<file path="src/rtl/matrix_writer.sv">
// Store side of the matrix BRAM: writes a header word plus a row-major element
// stream into one matrix slot, zero-padding the tail if the source stops early.
module matrix_writer #(
  parameter int BLOCK_SIZE = 1152,
  parameter int ADDR_WIDTH = 14,
  parameter int MAX_DIM    = 32
) (
  input  logic                  clk,
  input  logic                  rst,
  input  logic                  start,
  input  logic [2:0]            matrix_id,
  input  logic [7:0]            rows,
  input  logic [7:0]            cols,
  input  logic [31:0]           elem_data,
  input  logic                  elem_valid,
  output logic                  elem_ready,
  input  logic                  finish,
  output logic                  bram_we,
  output logic [ADDR_WIDTH-1:0] bram_addr,
  output logic [31:0]           bram_din,
  output logic                  busy,
  output logic                  done,
  output logic                  error
);

  typedef enum logic [2:0] {IDLE, CHECK, HDR, DATA, PAD, DONE} state_t;

  localparam logic [7:0] MAX_DIM_B = 8'(MAX_DIM);

  state_t                state;
  state_t                next_state;
  logic [ADDR_WIDTH-1:0] base;
  logic [7:0]            rows_q;
  logic [7:0]            cols_q;
  logic [15:0]           total;
  logic [15:0]           k;
  logic [15:0]           k_next;
  logic                  error_q;
  logic                  dims_bad;
  logic                  accept;
  logic                  last_elem;
  logic [ADDR_WIDTH-1:0] elem_addr;

  assign dims_bad  = (rows_q == 8'd0) || (cols_q == 8'd0) ||
                     (rows_q > MAX_DIM_B) || (cols_q > MAX_DIM_B);
  assign accept    = (state == DATA) && elem_valid;
  assign last_elem = (k == total - 16'd1);
  assign k_next    = k + {15'd0, accept};
  assign elem_addr = base + ADDR_WIDTH'(k) + ADDR_WIDTH'(1);
  assign error     = error_q;

  always_ff @(posedge clk) begin
    if (rst) state <= IDLE;
    else     state <= next_state;
  end

  // An element accepted in the same cycle as finish is counted before deciding to pad.
  always_comb begin
    next_state = state;
    case (state)
      IDLE:  if (start) next_state = CHECK;
      CHECK: next_state = dims_bad ? IDLE : HDR;
      HDR:   next_state = DATA;
      DATA: begin
        if (accept && last_elem)           next_state = DONE;
        else if (finish && k_next < total) next_state = PAD;
      end
      PAD:   if (last_elem) next_state = DONE;
      DONE:  next_state = IDLE;
      default: next_state = IDLE;
    endcase
  end

  always_ff @(posedge clk) begin
    if (rst) begin
      base    <= '0;
      rows_q  <= '0;
      cols_q  <= '0;
      total   <= '0;
      k       <= '0;
      error_q <= 1'b0;
    end else begin
      error_q <= (state == CHECK) && dims_bad;
      case (state)
        IDLE: begin
          if (start) begin
            rows_q <= rows;
            cols_q <= cols;
            base   <= ADDR_WIDTH'(matrix_id) * ADDR_WIDTH'(BLOCK_SIZE);
          end
        end
        CHECK: begin
          total <= {8'd0, rows_q} * {8'd0, cols_q};
          k     <= '0;
        end
        DATA:    if (accept) k <= k + 16'd1;
        PAD:     k <= k + 16'd1;
        default: ;
      endcase
    end
  end

  always_comb begin
    elem_ready = 1'b0;
    bram_we    = 1'b0;
    bram_addr  = '0;
    bram_din   = '0;
    busy       = (state != IDLE);
    done       = 1'b0;
    case (state)
      HDR: begin
        bram_we   = 1'b1;
        bram_addr = base;
        bram_din  = {16'h0, rows_q, cols_q};
      end
      DATA: begin
        elem_ready = 1'b1;
        if (elem_valid) begin
          bram_we   = 1'b1;
          bram_addr = elem_addr;
          bram_din  = elem_data;
        end
      end
      PAD: begin
        bram_we   = 1'b1;
        bram_addr = elem_addr;
      end
      DONE:    done = 1'b1;
      default: ;
    endcase
  end

endmodule

</file>
<file path="config.mk">
export PLATFORM = sky130hd
export DESIGN_NAME = matrix_writer
export DESIGN_NICKNAME = d
export VERILOG_FILES = /design/src/rtl/matrix_writer.sv
export SDC_FILE = /design/constraint.sdc
export NUM_CORES = 1
export LEC_CHECK = 0
export CAP_MARGIN = 10
export CORE_MARGIN = 4
export CORE_UTILIZATION = 70
export DETAILED_ROUTE_END_ITERATION = 16
export DONT_BUFFER_PORTS = 1
export PLACE_DENSITY_LB_ADDON = 0.08
export SETUP_SLACK_MARGIN = 0.1
export SYNTH_ARGS = -nofsm -noshare
export SYNTH_HDL_FRONTEND = slang
export SYNTH_SLANG_ARGS = --single-unit
</file>
<file path="constraint.sdc">
create_clock -name clk -period 8.2 [get_ports clk]
set_input_delay 1.64 -clock clk [delete_from_list [all_inputs] [get_ports clk]]
set_output_delay 1.64 -clock clk [all_outputs]
set_load 0.02 [all_outputs]
</file>
==> flow_summary.toml <==
[route]
drtPass1Iterations = 5
viasPerCell = 6.18
drc = 0
routed-via-count = 5204
wl_per_cell_um = 17.7
drt_iter0_drc = 291
routed_wirelength_mm = 14.9
final_antenna_net_count = 0

[yosys]
syn-cell-area_mm2 = 0.00608
synth_nets = 932
synth.avg_cell_area_um2 = 7.81
ys_seq_area_share_pct = 18.1
yosys_warnings = 0
synth_edf_count = 0
yosys_register_bits = 55
synthArstFlopShare_pct = 0
ys.flop_type = "dfxtp_1"
synth_cells = 779
ys_types = 59

[final_layout]
n_fill_cell = 692
area_growth_pct = 0.740
layout.cells.non_filler = 842
nNetsFinal = 889
seq_area_mm2 = 0.00110
drive_gt1_share_pct = 2.44
multiInputGateArea_mm2 = 0.00447
n_antenna_cell = 0

[worst_setup_path]
rr_endpoint = "total[14]$_SDFFE_PP0P_"
ff2ff_path_depth = 14
crit_path_start_kind = "input pin"
critPathKind = "input pin to output pin"
r2r_slack_ns = 3.49
crit_arrival_ns = 3.16
cp-end-kind = "output pin"
cp-startpoint = "elem_valid"
crit_required_ns = 6.56
cp_max_fo = 20
timing.rr.start = "cols_q[7]$_SDFFE_PP0P_"

[global_route]
grt_max_degree = 32
grt_pass1_wl_mm = 24.9
antenna_found_initial = 0
grt_pass1_vias = 5107
gr-usage-all-layers_pct = 30.1
overflow = 0

[die]
num_rows = 33
core_mm2 = 0.00834
start_util_pct = 72.9
pin_count = 107
die_y_um = 101
die_w_um = 101
dieArea_mm2 = 0.0102

[min_path]
hp-class = "flip-flop to flip-flop"
hold_path_end = "base[10]$_SDFFE_PP0P_"
min_from = "base[10]$_SDFFE_PP0P_"
min_path_cells = 2

[cts]
cts_setup_buffers = 0
path_clk_slew_ns = 0.10
worstSkewPairLatency_ns = 0.31
tritoncts = "built"
ctsHoldBuffers = 0
cts_root_buffer = "clkbuf_8"
cts_inserted_buffers = 5
cts.sinks = 55
htree_levels = 2
clk_path_buf_depth = 2
postCtsResizedCells = 0

[place]
place_ws_ns = 3.19
placed_cells = 833
numPortBuffers = 0
place_congestion = 0.943
hpwlAfterDp_mm = 11.9

[power_and_ir_drop]
power.share.combinational_pct = 20.3
p_clk_share_pct = 30.9
p_int_mw = 0.427
seqPwrFrac_pct = 48.8
p_sw_mw = 0.196
power_density_mw_per_mm2 = 102
irDropWorstVdd_v = 0.0000807
power_leakage_nw = 2.85
switching_share_pct = 31.5

[timing]
slew_viol_final = 0
skew_ns = 0.00664
timing.final.ws_setup_ns = 3.40
period_minus_slack_ns = 4.80
setup_viol = 0
tightest_slew_ns = 0.950
period_share_pct = 58.5
fmax_mhz = 208
hold_viol = 0
slew_headroom_pct = 36.7
tns_ns = 0
rsz0062_at_grt = "false"
holdWs_ns = 0.527

[job]
cap_viol_max_count = 0

[status]
outcome = "finished clean"
==> power by group through the flow <==
stage	clock network, mW	logic [mW]	registers [mW]
after detailed placement	0	0.125	0.309
after floorplan	0	0.119	0.289
after global placement	0	0.119	0.308
after global routing	0.204	0.144	0.306
final	0.193	0.126	0.304
after CTS	0.195	0.126	0.303
==> state kept, by name, summed over array words and instances (netlist names) <==
signal  count
base        3
cols_q      8
error       1
k          16
rows_q      8
state       3
total      16
==> final cells by class <==
class	instances	area share, %
flip-flops and latches	55	18.0
inverters	78	4.78
repair buffers	1	0.184
well taps	105	2.14
clock inverters	2	0.572
multi-input cells	595	73.0
clock buffers	6	1.35
==> worst max-delay path, stage by stage <==
cell and delay (ns):
and2_1 0.37, nor2_1 0.79, o21ai_1 0.35
==> metrics by stage <==
stage / total power [mW] / area [um2] / utilization, %
after CTS: 0.624 / 6120 / 73.3
after floorplan: 0.408 / 6080 / -
after global routing: 0.654 / 6130 / 73.5
after global placement: 0.427 / 6000 / 71.9
final: 0.623 / 6130 / 73.5
after detailed placement: 0.434 / 6000 / 71.9
==> worst max path at each step <==
| stage | end | slack [ns] | cells past startpoint |
|---|---|---|---|
| floorplan | state[0]$_SDFFE_PP0P_ | 3.57 | 15 |
| global placement | state[0]$_SDFFE_PP0P_ | 3.39 | 13 |
| detailed placement | state[0]$_SDFFE_PP0P_ | 3.19 | 13 |
| CTS | bram_addr[9] | 3.42 | 3 |
| global route | state[0]$_SDFFE_PP0P_ | 3.16 | 13 |
| finish | bram_addr[9] | 3.40 | 3 |
==> kinds of logic after synthesis <==
kind of cell    after synthesis  synth area share [%]
xor+xnor                     67                  9.65
fa+ha+maj                    97                  24.4
flops                        55                  18.1
simple gates                299                  24.9
mux                           2                 0.370
buf+inv                     129                  8.43
compound gates              130                  14.1
==> synthesized netlist by cell type, types with 4 or more instances <==
library cell | n | area (um2)
a21o_1 | 4 | 30.0
a21oi_1 | 43 | 215
a22o_1 | 16 | 140
and2_1 | 55 | 344
and3_1 | 22 | 138
clkbuf_1 | 45 | 169
dfxtp_1 | 55 | 1100
fa_1 | 36 | 721
ha_1 | 61 | 763
inv_1 | 75 | 282
nand2_1 | 83 | 312
nand2b_1 | 6 | 37.5
nand3_1 | 21 | 105
nand4_1 | 9 | 56.3
nor2_1 | 57 | 214
nor2b_1 | 6 | 37.5
nor3_1 | 16 | 80.1
nor4_1 | 5 | 31.3
o21ai_0 | 4 | 20.0
o21ai_1 | 16 | 80.1
o21bai_1 | 5 | 37.5
o22ai_1 | 13 | 81.3
or3_1 | 5 | 31.3
xnor2_1 | 33 | 289
xor2_1 | 34 | 298
==> cells in the final DEF (no fill, tap or decap), types with 2 or more instances in the layout <==
master / instances
nor3b_1: 2
a211o_1: 2
nand2_1: 83
o21a_1: 3
xor2_1: 34
nor4_1: 5
a31oi_1: 3
o32ai_1: 2
o31ai_1: 2
fa_1: 36
inv_1: 75
a21oi_1: 43
nor3_1: 16
nand4_1: 9
o21ai_0: 4
a41oi_1: 2
nand2b_1: 6
o21ai_1: 16
inv_2: 2
and2_1: 55
or3_1: 5
clkbuf_8: 6
o21ba_1: 2
a211oi_1: 3
nor2_1: 57
or4_1: 3
o21bai_1: 5
xnor2_1: 33
o41a_1: 2
and3_1: 22
nand3_1: 21
a21o_1: 4
a22o_1: 16
dfxtp_1: 55
ha_1: 61
o22ai_1: 13
o211a_1: 2
nor2b_1: 6
==> per-layer routing <==
metal	wire, um	track usage (%)	vias up	share of wire [%]
met5	0	0	-	0
met4	244	8.08	0	1.6
met3	1420	5.58	24	9.5
met2	6740	47.1	265	45
met1	6530	42.9	2400	44
li1	-	-	2515	-
Power figures use the tool's default switching activity.
